<file path="src/rtl/sort4_stream.sv">
// rtl/sort4_stream.sv - serial-in/serial-out 4-word descending sorter, one compare-exchange per clock
// Optional SORT4_IDX_EN: carries a 2-bit arrival-index tag with every element and exposes it on out_idx.
module sort4_stream #(
    parameter int W = 4
) (
    input  logic         clk,
    input  logic         rst_n,
    input  logic         in_valid,
    output logic         in_ready,
    input  logic [W-1:0] in_data,
    output logic         out_valid,
    input  logic         out_ready,
    output logic [W-1:0] out_data,
    output logic         out_last,
    output logic         busy
`ifdef SORT4_IDX_EN
    ,
    output logic [1:0]   out_idx
`endif
);

    typedef enum logic [1:0] {
        ST_LOAD  = 2'd0,
        ST_SORT  = 2'd1,
        ST_DRAIN = 2'd2
    } state_t;

    state_t       state, state_nxt;
    logic [1:0]   cnt, cnt_nxt;
    logic [2:0]   step, step_nxt;
    logic [W-1:0] v [4];
    logic [W-1:0] v_nxt [4];
    logic [1:0]   ex_a, ex_b;
    logic         in_ready_nxt, out_valid_nxt, out_last_nxt, busy_nxt;
    logic [W-1:0] out_data_nxt;
`ifdef SORT4_IDX_EN
    logic [1:0]   tag [4];
    logic [1:0]   tag_nxt [4];
    logic [1:0]   out_idx_nxt;
`endif

    // Network order: (0,2) (1,3) (0,1) (2,3) (1,2)
    always_comb begin
        case (step)
            3'd0:    begin ex_a = 2'd0; ex_b = 2'd2; end
            3'd1:    begin ex_a = 2'd1; ex_b = 2'd3; end
            3'd2:    begin ex_a = 2'd0; ex_b = 2'd1; end
            3'd3:    begin ex_a = 2'd2; ex_b = 2'd3; end
            default: begin ex_a = 2'd1; ex_b = 2'd2; end
        endcase
    end

    always_ff @(posedge clk or negedge rst_n) begin
        if (!rst_n) begin
            state     <= ST_LOAD;
            cnt       <= 2'd0;
            step      <= 3'd0;
            in_ready  <= 1'b1;
            out_valid <= 1'b0;
            out_last  <= 1'b0;
            busy      <= 1'b0;
            out_data  <= '0;
            for (int i = 0; i < 4; i++) begin
                v[i] <= '0;
            end
`ifdef SORT4_IDX_EN
            out_idx <= 2'd0;
            for (int i = 0; i < 4; i++) begin
                tag[i] <= 2'd0;
            end
`endif
        end else begin
            state     <= state_nxt;
            cnt       <= cnt_nxt;
            step      <= step_nxt;
            in_ready  <= in_ready_nxt;
            out_valid <= out_valid_nxt;
            out_last  <= out_last_nxt;
            busy      <= busy_nxt;
            out_data  <= out_data_nxt;
            for (int i = 0; i < 4; i++) begin
                v[i] <= v_nxt[i];
            end
`ifdef SORT4_IDX_EN
            out_idx <= out_idx_nxt;
            for (int i = 0; i < 4; i++) begin
                tag[i] <= tag_nxt[i];
            end
`endif
        end
    end

    always_comb begin
        state_nxt = state;
        cnt_nxt   = cnt;
        step_nxt  = step;
        for (int i = 0; i < 4; i++) begin
            v_nxt[i] = v[i];
        end
`ifdef SORT4_IDX_EN
        for (int i = 0; i < 4; i++) begin
            tag_nxt[i] = tag[i];
        end
`endif
        case (state)
            ST_LOAD: begin
                if (in_valid && in_ready) begin
                    v_nxt[cnt] = in_data;
`ifdef SORT4_IDX_EN
                    tag_nxt[cnt] = cnt;
`endif
                    if (cnt == 2'd3) begin
                        state_nxt = ST_SORT;
                        step_nxt  = 3'd0;
                        cnt_nxt   = 2'd0;
                    end else begin
                        cnt_nxt = cnt + 2'd1;
                    end
                end
            end
            ST_SORT: begin
                // Strict compare keeps equal keys (and their tags) in place
                if (v[ex_a] < v[ex_b]) begin
                    v_nxt[ex_a] = v[ex_b];
                    v_nxt[ex_b] = v[ex_a];
`ifdef SORT4_IDX_EN
                    tag_nxt[ex_a] = tag[ex_b];
                    tag_nxt[ex_b] = tag[ex_a];
`endif
                end
                if (step == 3'd4) begin
                    state_nxt = ST_DRAIN;
                    step_nxt  = 3'd0;
                    cnt_nxt   = 2'd0;
                end else begin
                    step_nxt = step + 3'd1;
                end
            end
            ST_DRAIN: begin
                if (out_valid && out_ready) begin
                    if (cnt == 2'd3) begin
                        state_nxt = ST_LOAD;
                        cnt_nxt   = 2'd0;
                    end else begin
                        cnt_nxt = cnt + 2'd1;
                    end
                end
            end
            default: begin
                state_nxt = ST_LOAD;
                cnt_nxt   = 2'd0;
                step_nxt  = 3'd0;
            end
        endcase
    end

    // Outputs are decoded from next-state values and then flopped, so every port is a register
    always_comb begin
        in_ready_nxt  = (state_nxt == ST_LOAD);
        out_valid_nxt = (state_nxt == ST_DRAIN);
        busy_nxt      = (state_nxt != ST_LOAD);
        out_last_nxt  = (state_nxt == ST_DRAIN) && (cnt_nxt == 2'd3);
        out_data_nxt  = (state_nxt == ST_DRAIN) ? v_nxt[cnt_nxt] : '0;
`ifdef SORT4_IDX_EN
        out_idx_nxt   = (state_nxt == ST_DRAIN) ? tag_nxt[cnt_nxt] : 2'd0;
`endif
    end

endmodule

</file>
<file path="config.mk">
export PLATFORM = sky130hd
export DESIGN_NAME = sort4_stream
export DESIGN_NICKNAME = d
export VERILOG_FILES = /design/src/rtl/sort4_stream.sv
export SDC_FILE = /design/constraint.sdc
export NUM_CORES = 1
export LEC_CHECK = 0
export CORE_UTILIZATION = 60
export CTS_CLUSTER_DIAMETER = 60
export CTS_CLUSTER_SIZE = 12
export DETAILED_ROUTE_END_ITERATION = 8
export PLACE_DENSITY = 0.81
export REMOVE_ABC_BUFFERS = 1
export SLEW_MARGIN = 20
export SYNTH_ARGS = -nofsm -noshare
export SYNTH_HDL_FRONTEND = slang
export SYNTH_SLANG_ARGS = --single-unit
</file>
<file path="constraint.sdc">
create_clock -name clk -period 9.3 [get_ports clk]
set_input_delay 1.86 -clock clk [delete_from_list [all_inputs] [get_ports clk]]
set_output_delay 1.86 -clock clk [all_outputs]
set_load 0.03 [all_outputs]
</file>
* After elaboration in Yosys (flattened, before gate mapping)
Cells that the tools add are included.
** Word-level totals
- Register bits after elaboration :: 31
- Bits of input ports :: 8
- Logic and storage cells :: 90
** Cells by class
- Add/subtract/negate cells :: 2
- Magnitude comparators :: 8
- Equality and inequality tests :: 11
- Multiplexer cells :: 39
- Bitwise gates (word level) :: 5
- Reduce and logical (&&, ||, !) cells :: 13
** Operators with widths (count)
- bitwise mux 16 bit :: 3
- two-way mux 4 bit :: 10
- two-way mux 16 bit :: 2
- one-hot mux 16 bit (2 select lines) :: 1
- binary-select mux 4 bit (select 2 bit) :: 3
- demux 4 bit (select 2 bit) :: 3
- two-way mux 2 bit :: 9
- greater-or-equal comparator 3 bit (second input constant) :: 4
- inverter 2 -> 3 bit :: 4
- one-hot mux 2 bit (3 select lines) :: 2
- < comparator 3 x 1 -> 1 bit (second input constant) :: 3
- two-way mux 3 bit :: 3
- one-hot mux 3 bit (3 select lines) :: 1
- == test 2 bit (second input constant) :: 4
- one-hot mux 2 bit (2 select lines) :: 2
- == test 3 x 2 -> 1 bit (second input constant) :: 2
- logical AND 1 bit :: 6
- zero test 2 bit :: 2
- < comparator 4 bit :: 1
- inequality test 2 bit (second input constant) :: 2
- OR reduction 2 bit :: 2
- adder 3 x 1 -> 3 bit (second input constant) :: 1
- == test 3 x 1 -> 1 bit (second input constant) :: 1
- == test 3 bit (second input constant) :: 1
- other kinds (6) :: 6

* Longest topological paths before layout
Gate-level depths: netlist of run 1.
- Word-level depth :: 16
- Mapped depth :: 17

* Least setup slack after synthesis of run 1
OpenSTA, ideal clock, no wires.
- Path type :: register to register
- Start point :: register step[2]
- End point :: register out_data[1]
- Setup time :: 123 ps
- Arrival time :: 3573 ps
- Required time :: 9177 ps
- Setup slack :: 5604 ps
- Stages on the path, launching flop included :: 16
- Buffers on the path :: 4
- Clock period less this slack :: 3696 ps
- Cell sequence :: dfrtp_1 > clkbuf_1 > inv_1 > ha_1 > clkbuf_1 > buf_1 > clkbuf_1 > o21ai_0 > ha_1 > a21oi_1 > o21ai_0 > o2bb2ai_1 > a41oi_1 > o31ai_1 > mux2_2 > o221a_1
** RTL lines
- from (decl) :: line 30 : logic [2:0] step, step_nxt;
- from (signal assigned) :: line 75 : step <= step_nxt;
- to (signal assigned) :: line 80 : out_data <= out_data_nxt;
- to (decl) :: line 13 : output logic [W-1:0] out_data,

==> impl_metrics.env, run 1 <==
export IMPL_synth_avg_cell_area_sq_um=8.649
export IMPL_path_class="reg2reg"
export IMPL_critPathMaxFanout=26
export IMPL_setup_violations=0
export IMPL_synth_edf_count=0
export IMPL_drt_iter0_drc=339
export IMPL_dieArea_sq_um=4398
export IMPL_finalHoldViolations=0
export IMPL_grtUsageTotal_pct=35.23
export IMPL_drtPass1Iterations=6
export IMPL_max_slew_margin_pct=50.34
export IMPL_synthTopCellsByArea="dfrtp_1 30%, ha_1 6.0%, nand2_1 4.4%"
export IMPL_yosysTopAreaCell="dfrtp_1"
export IMPL_overflow=0
export IMPL_yosys_warnings=0
export IMPL_tritoncts="yes"
export IMPL_diodes=0
export IMPL_cp_start_kind="flop"
export IMPL_worstPathCellList="inv_1 -> ha_1 -> buf_4 -> nor2_1 -> a21oi_1 -> inv_1 -> ha_1 -> a21oi_1 -> o21ai_0 -> o2bb2ai_1 -> a41oi_1 -> o31ai_1 -> mux2_2 -> o221a_1"
export IMPL_grt_max_degree=32
export IMPL_cp_required_ps=9470
export IMPL_io_pins=16
export IMPL_cts_inserted_buffers=5
export IMPL_cts_sinks=31
export IMPL_cp_slowest_stage_delay_ps=640
export IMPL_synth_seq_cells=31
export IMPL_ctsHtreeMaxLevel=2
export IMPL_cts_clk_slew_worst_paths_ps=60
export IMPL_worst_slack_ps=5040
export IMPL_ctsHoldBuffers=0
export IMPL_wl_um=6923
export IMPL_postRouteAntennaNets=0
export IMPL_arrival_ps=4430
export IMPL_clock_latency_ps=280
export IMPL_status="finished, final reports clean"
export IMPL_num_nets_final=321
export IMPL_worst_path_max_delay_cell="dfrtp_1"
export IMPL_worst_slew_pin_slew_ps=744.9
export IMPL_ctsResizeCount=0
export IMPL_min_period_over_period_pct=45.81
export IMPL_synthToLayoutAreaGrowth_pct=11.24
export IMPL_postCtsSetupBuffers=0
export IMPL_cts_root_buf="clkbuf_8"
export IMPL_grt_pass1_vias=2295
export IMPL_place_gp_congestion=0.9552
export IMPL_grt_pass1_wl_um=11520
export IMPL_syn_area_sq_um=2482
export IMPL_finClkSkew_ps=4.864
export IMPL_hpwl_um=5155
export IMPL_fin_crit_ps=4260
export IMPL_drive_gt1_share_pct=8.609
export IMPL_drc_errors=0
export IMPL_async_flop_share_pct=100.0
export IMPL_coreArea_sq_um=4000
export IMPL_final_cell_area_sq_um=2761
export IMPL_synth_top_area_share_pct=30.24
export IMPL_antenna_found_initial=0
export IMPL_num_vias=2413
export IMPL_cp_end_kind="flop"
export IMPL_drv_slew=0
export IMPL_chipWidth_um=66.32
export IMPL_post_dp_cell_area_sq_um=2661
export IMPL_drv_cap=0
export IMPL_synth_seq_area_share_pct=31.30
export IMPL_hold_class="reg2reg"
export IMPL_fmax_mhz=234.7
export IMPL_start_util_pct=62.06
export IMPL_max_clock_path_buffers=2
export IMPL_wl_per_cell_um=19.67
export IMPL_setup_tns_ps=0
export IMPL_die_h_um=66.32
export IMPL_synth_cells=287
export IMPL_rows=23
export IMPL_pre_cts_slack_ps=4977
export IMPL_rsz0062_at_grt="false"
export IMPL_vias_per_cell=6.855
export IMPL_synth_cell_type_count=63
export IMPL_io_buffers=15
export IMPL_n_fill_cell=318
export IMPL_ys_flop_type="dfrtp_1"
export IMPL_whs_ps=554.0
[worst paths after layout]
| kind | depth (start not counted) | from | slack (ps) | end |
|---|---|---|---|---|
| max in group asynchronous | 2 | rst_n | 7010 | in_ready |
| hold / removal | 1 | step[0] | 550 | step[0] |
| setup / recovery | 14 | step[2] | 5040 | out_data[1] |
| hold reg to reg | 1 | step[0] | 550 | step[0] |
| setup reg to reg | 14 | step[2] | 5040 | out_data[1] |
| min in group asynchronous | 2 | rst_n | 1960 | v[4] |
[routing by layer]
metal  GRT usage [%]  vias up  part of all wire, %  wire length [um]
li1                -     1112                    -                 -
met1           48.87     1130                   43              2965
met3           6.897       16                  9.7               669
met4           13.83        0                  2.2               150
met5               0        -                    0                 0
met2           53.57      155                   45              3138
[metrics by stage]
| step | utilization (%) | cells |
|---|---|---|
| floorplan | - | 277 |
| global placement | 66.53 | 344 |
| detailed placement | 66.53 | 344 |
| CTS | 69.03 | 352 |
| global route | 69.03 | 352 |
| finish | 69.03 | 352 |
[logic make-up (layout without fill, tap and decap cells)]
logic type / after synthesis / count (layout) / share of synthesized area [%]
and+or+nand+nor: 97 / 97 / 18.55
muxes: 15 / 15 / 6.401
buffers and inverters: 27 / 42 / 4.536
DFF: 31 / 31 / 31.30
AOI/OAI and AO/OA: 105 / 105 / 33.17
adders and majority gates: 12 / 12 / 6.048
[cell usage in the layout (no fill, tap or decap), types with 2 or more instances in the layout]
cell / count
nor2_1: 27
nand3_1: 4
o21ai_0: 20
nor3_1: 9
a21o_1: 4
dfrtp_1: 30
nor4_1: 3
or3_1: 6
or2_2: 3
ha_1: 12
o2bb2ai_1: 2
nand2b_1: 8
o22ai_1: 4
clkdlybuf4s50_1: 15
o41ai_1: 3
o211ai_1: 5
o21a_1: 6
nand2_1: 29
buf_4: 2
a22oi_1: 2
a211oi_1: 2
o2111a_1: 3
o31ai_1: 3
nor3b_1: 2
a22o_1: 4
a41oi_1: 2
a21oi_1: 14
a31o_2: 3
a2111oi_4: 2
inv_1: 17
clkbuf_8: 7
mux2i_1: 10
nor2b_1: 2
a221oi_1: 3
a31oi_1: 2
a311o_1: 3
mux2_2: 3
[layout make-up]
| class | instances | area [sq um] | share of cell area (%) |
|---|---|---|---|
| Multi-Input combinational cell | 229 | 1593 | 57.68 |
| Sequential cell | 31 | 777.0 | 28.14 |
| Timing Repair Buffer | 17 | 165.2 | 5.981 |
| Clock buffer | 8 | 100.1 | 3.625 |
| Inverter | 17 | 63.81 | 2.311 |
| Tap cell | 50 | 62.56 | 2.266 |
[synthesized netlist by cell type (all sizes together), types with 2 or more instances]
library cell	instances
a2111oi	2
a211oi	3
a21o	4
a21oi	14
a221oi	4
a22o	4
a22oi	2
a311o	3
a31o	3
a31oi	2
a41oi	2
buf	4
clkbuf	6
dfrtp	30
ha	12
inv	17
mux2	4
mux2i	11
nand2	29
nand2b	8
nand3	4
nor2	27
nor2b	2
nor3	9
nor3b	2
nor4	3
o2111a	3
o211ai	5
o21a	6
o21ai	22
o21bai	2
o22ai	4
o2bb2ai	2
o31ai	3
o41ai	3
or2	3
or3	6
[sequential cells by signal (all words and copies together), names as in the netlist]
name / cells
v: 16
out_data: 4
step: 3
cnt: 2
state: 2
busy: 1
in_ready: 1
out_last: 1
out_valid: 1
[worst max-delay path, delay by kind of cell, from the launching register on]
| family | cells | cell delay, ps |
|---|---|---|
| mux | 1 | 290 |
| compound gates | 7 | 1800 |
| buf+inv | 3 | 410 |
| flops | 1 | 640 |
| fa+ha+maj | 2 | 480 |
| simple gates | 1 | 510 |
Power of run 1 is left out: the tool's default activity adds up to more than one toggle a clock period on the data nets, which glitch-free logic cannot reach.
==> run 2, diff against run 1 <==
CORE_UTILIZATION = 54   (was 60)
PLACE_DENSITY = 0.77   (was 0.81)
clock period = 3.8 ns   (was 9.3 ns; I/O delays follow)
==> run 2 against run 1 <==
Compared with the run above:
- worst setup slack got worse by 4900 ps
- register-to-register slack worse by 4900 ps
- final area is 4.8% higher
- via count increased by 4.9%
- wire length rose by 11%
- critical path type unchanged
- non-clock buffer count rose by 16
- maximum frequency increased by 16%
- die area up 11%
==> impl_metrics.env, run 2 (synthesis results as in run 1) <==
export IMPL_tritoncts="yes"
export IMPL_dp_cells=356
export IMPL_arrival_ps=3850
export IMPL_die_h_um=69.80
export IMPL_vias_per_cell=6.841
export IMPL_cp_start_kind="flop"
export IMPL_regMostFlops="v"
export IMPL_worstPathCellList="inv_1 -> ha_1 -> o21bai_4 -> mux2i_1 -> o21ai_0 -> ha_1 -> a2111o_1 -> a211oi_2 -> mux2_1 -> and4_1 -> nor4_1"
export IMPL_cts_inserted_buffers=5
export IMPL_num_vias=2531
export IMPL_cp_slowest_stage_delay_ps=510
export IMPL_r2r_start="step[0]"
export IMPL_setup_worst_path_start="step[0]"
export IMPL_fin_crit_ps=3688
export IMPL_drive_gt1_share_pct=14.15
export IMPL_grt_pass1_wl_um=12030
export IMPL_num_nets_final=337
export IMPL_holdCritStartpoint="step[1]"
export IMPL_n_fill_cell=366
export IMPL_drtPass1Iterations=5
export IMPL_place_gp_congestion=1.011
export IMPL_start_util_pct=56.62
export IMPL_ctsHtreeMaxLevel=2
export IMPL_antenna_found_initial=0
export IMPL_final_cell_mix="30 x dfrtp_1, 29 x nand2_1, 27 x nor2_1, 20 x o21ai_0, 18 x buf_4"
export IMPL_critPathTopFamily="compound AO/OA/AOI/OAI gates"
export IMPL_fin_cells=370
export IMPL_cp_required_ps=3960
export IMPL_coreArea_sq_um=4384
export IMPL_utilization_pct=66.04
export IMPL_cts_sinks=31
export IMPL_hpwl_um=5674
export IMPL_max_clock_path_buffers=2
export IMPL_synthToLayoutAreaGrowth_pct=16.63
export IMPL_status="finished, final reports clean"
export IMPL_seqCellArea_sq_um=777.0
export IMPL_ctsHoldBuffers=0
export IMPL_rows=24
export IMPL_postRouteAntennaNets=0
export IMPL_grtUsageTotal_pct=31.88
export IMPL_cpMostUsedCell="ha_1"
export IMPL_drv_slew=0
export IMPL_multi_input_area_sq_um=1623
export IMPL_worst_path_max_delay_cell="a2111o_1"
export IMPL_fmax_mhz=271.1
export IMPL_path_class="reg2reg"
export IMPL_largest_register_ffs=16
export IMPL_setup_violations=0
export IMPL_worst_path_buf_inv=1
export IMPL_drc_errors=0
export IMPL_max_slew_margin_pct=58.34
export IMPL_critPathMaxFanout=8
export IMPL_mostFrequentLayoutCell="dfrtp_1"
export IMPL_worst_slack_ps=111.8
export IMPL_io_buffers=15
export IMPL_cts_clk_slew_worst_paths_ps=70
export IMPL_dieArea_sq_um=4872
export IMPL_setup_tns_ps=0
export IMPL_wl_per_cell_um=20.72
export IMPL_pre_cts_slack_ps=62.64
export IMPL_cts_root_buf="clkbuf_8"
export IMPL_drt_iter0_drc=369
export IMPL_cp_end_kind="flop"
export IMPL_reg_top3="v: 16 flops, out_data: 4 flops, step: 3 flops"
export IMPL_drv_cap=0
export IMPL_min_period_over_period_pct=97.06
export IMPL_io_pins=16
export IMPL_grt_pass1_vias=2303
export IMPL_r2r_slack_ps=110
export IMPL_grt_max_degree=32
export IMPL_overflow=0
export IMPL_hold_class="reg2reg"
export IMPL_wl_um=7668
export IMPL_clock_latency_ps=290
export IMPL_worst_slew_pin_slew_ps=622.1
export IMPL_diodes=0
export IMPL_finalHoldViolations=0
export IMPL_finClkSkew_ps=3.441
export IMPL_chipWidth_um=69.80
## run 2: repair_timing
action	4_1_cts	5_1_grt
buffers inserted	0	6
gates resized for setup	0	5
setup endpoints to repair	0	4
## run 2: cell type report
cell class	instances	area share, %
timing repair buffer	33	9.853
multi-input combinational	229	56.05
sequential	31	26.84
tap	52	2.247
inverter	17	2.204
clock buffer	7	2.636
clock inverter	1	0.1729
## run 2: stage by stage
step                area [sq um]  hold slack (ps)
global placement            2739            539.9
detailed placement          2739            567.8
global route                2895            614.6
floorplan                   2434            464.4
finish                      2895            575.8
CTS                         2820            583.0
## run 2: worst paths after layout
| kind | to | depth (start not counted) |
|---|---|---|
| max in group asynchronous | in_ready | 2 |
| min | step[1] | 1 |
| max | out_data[2] | 11 |
| min reg2reg | step[1] | 1 |
| min in group asynchronous | cnt[0] | 2 |
| max reg2reg | out_data[2] | 11 |
## run 2: routing by layer
layer	vias up	part of all wire (%)	global-route usage, %
li1	1145	-	-
met1	1229	43	45.61
met2	134	47	50.64
met3	23	8.5	4.215
met4	0	1.7	8.889
met5	-	0	0
Power of run 2 is left out for the same reason.
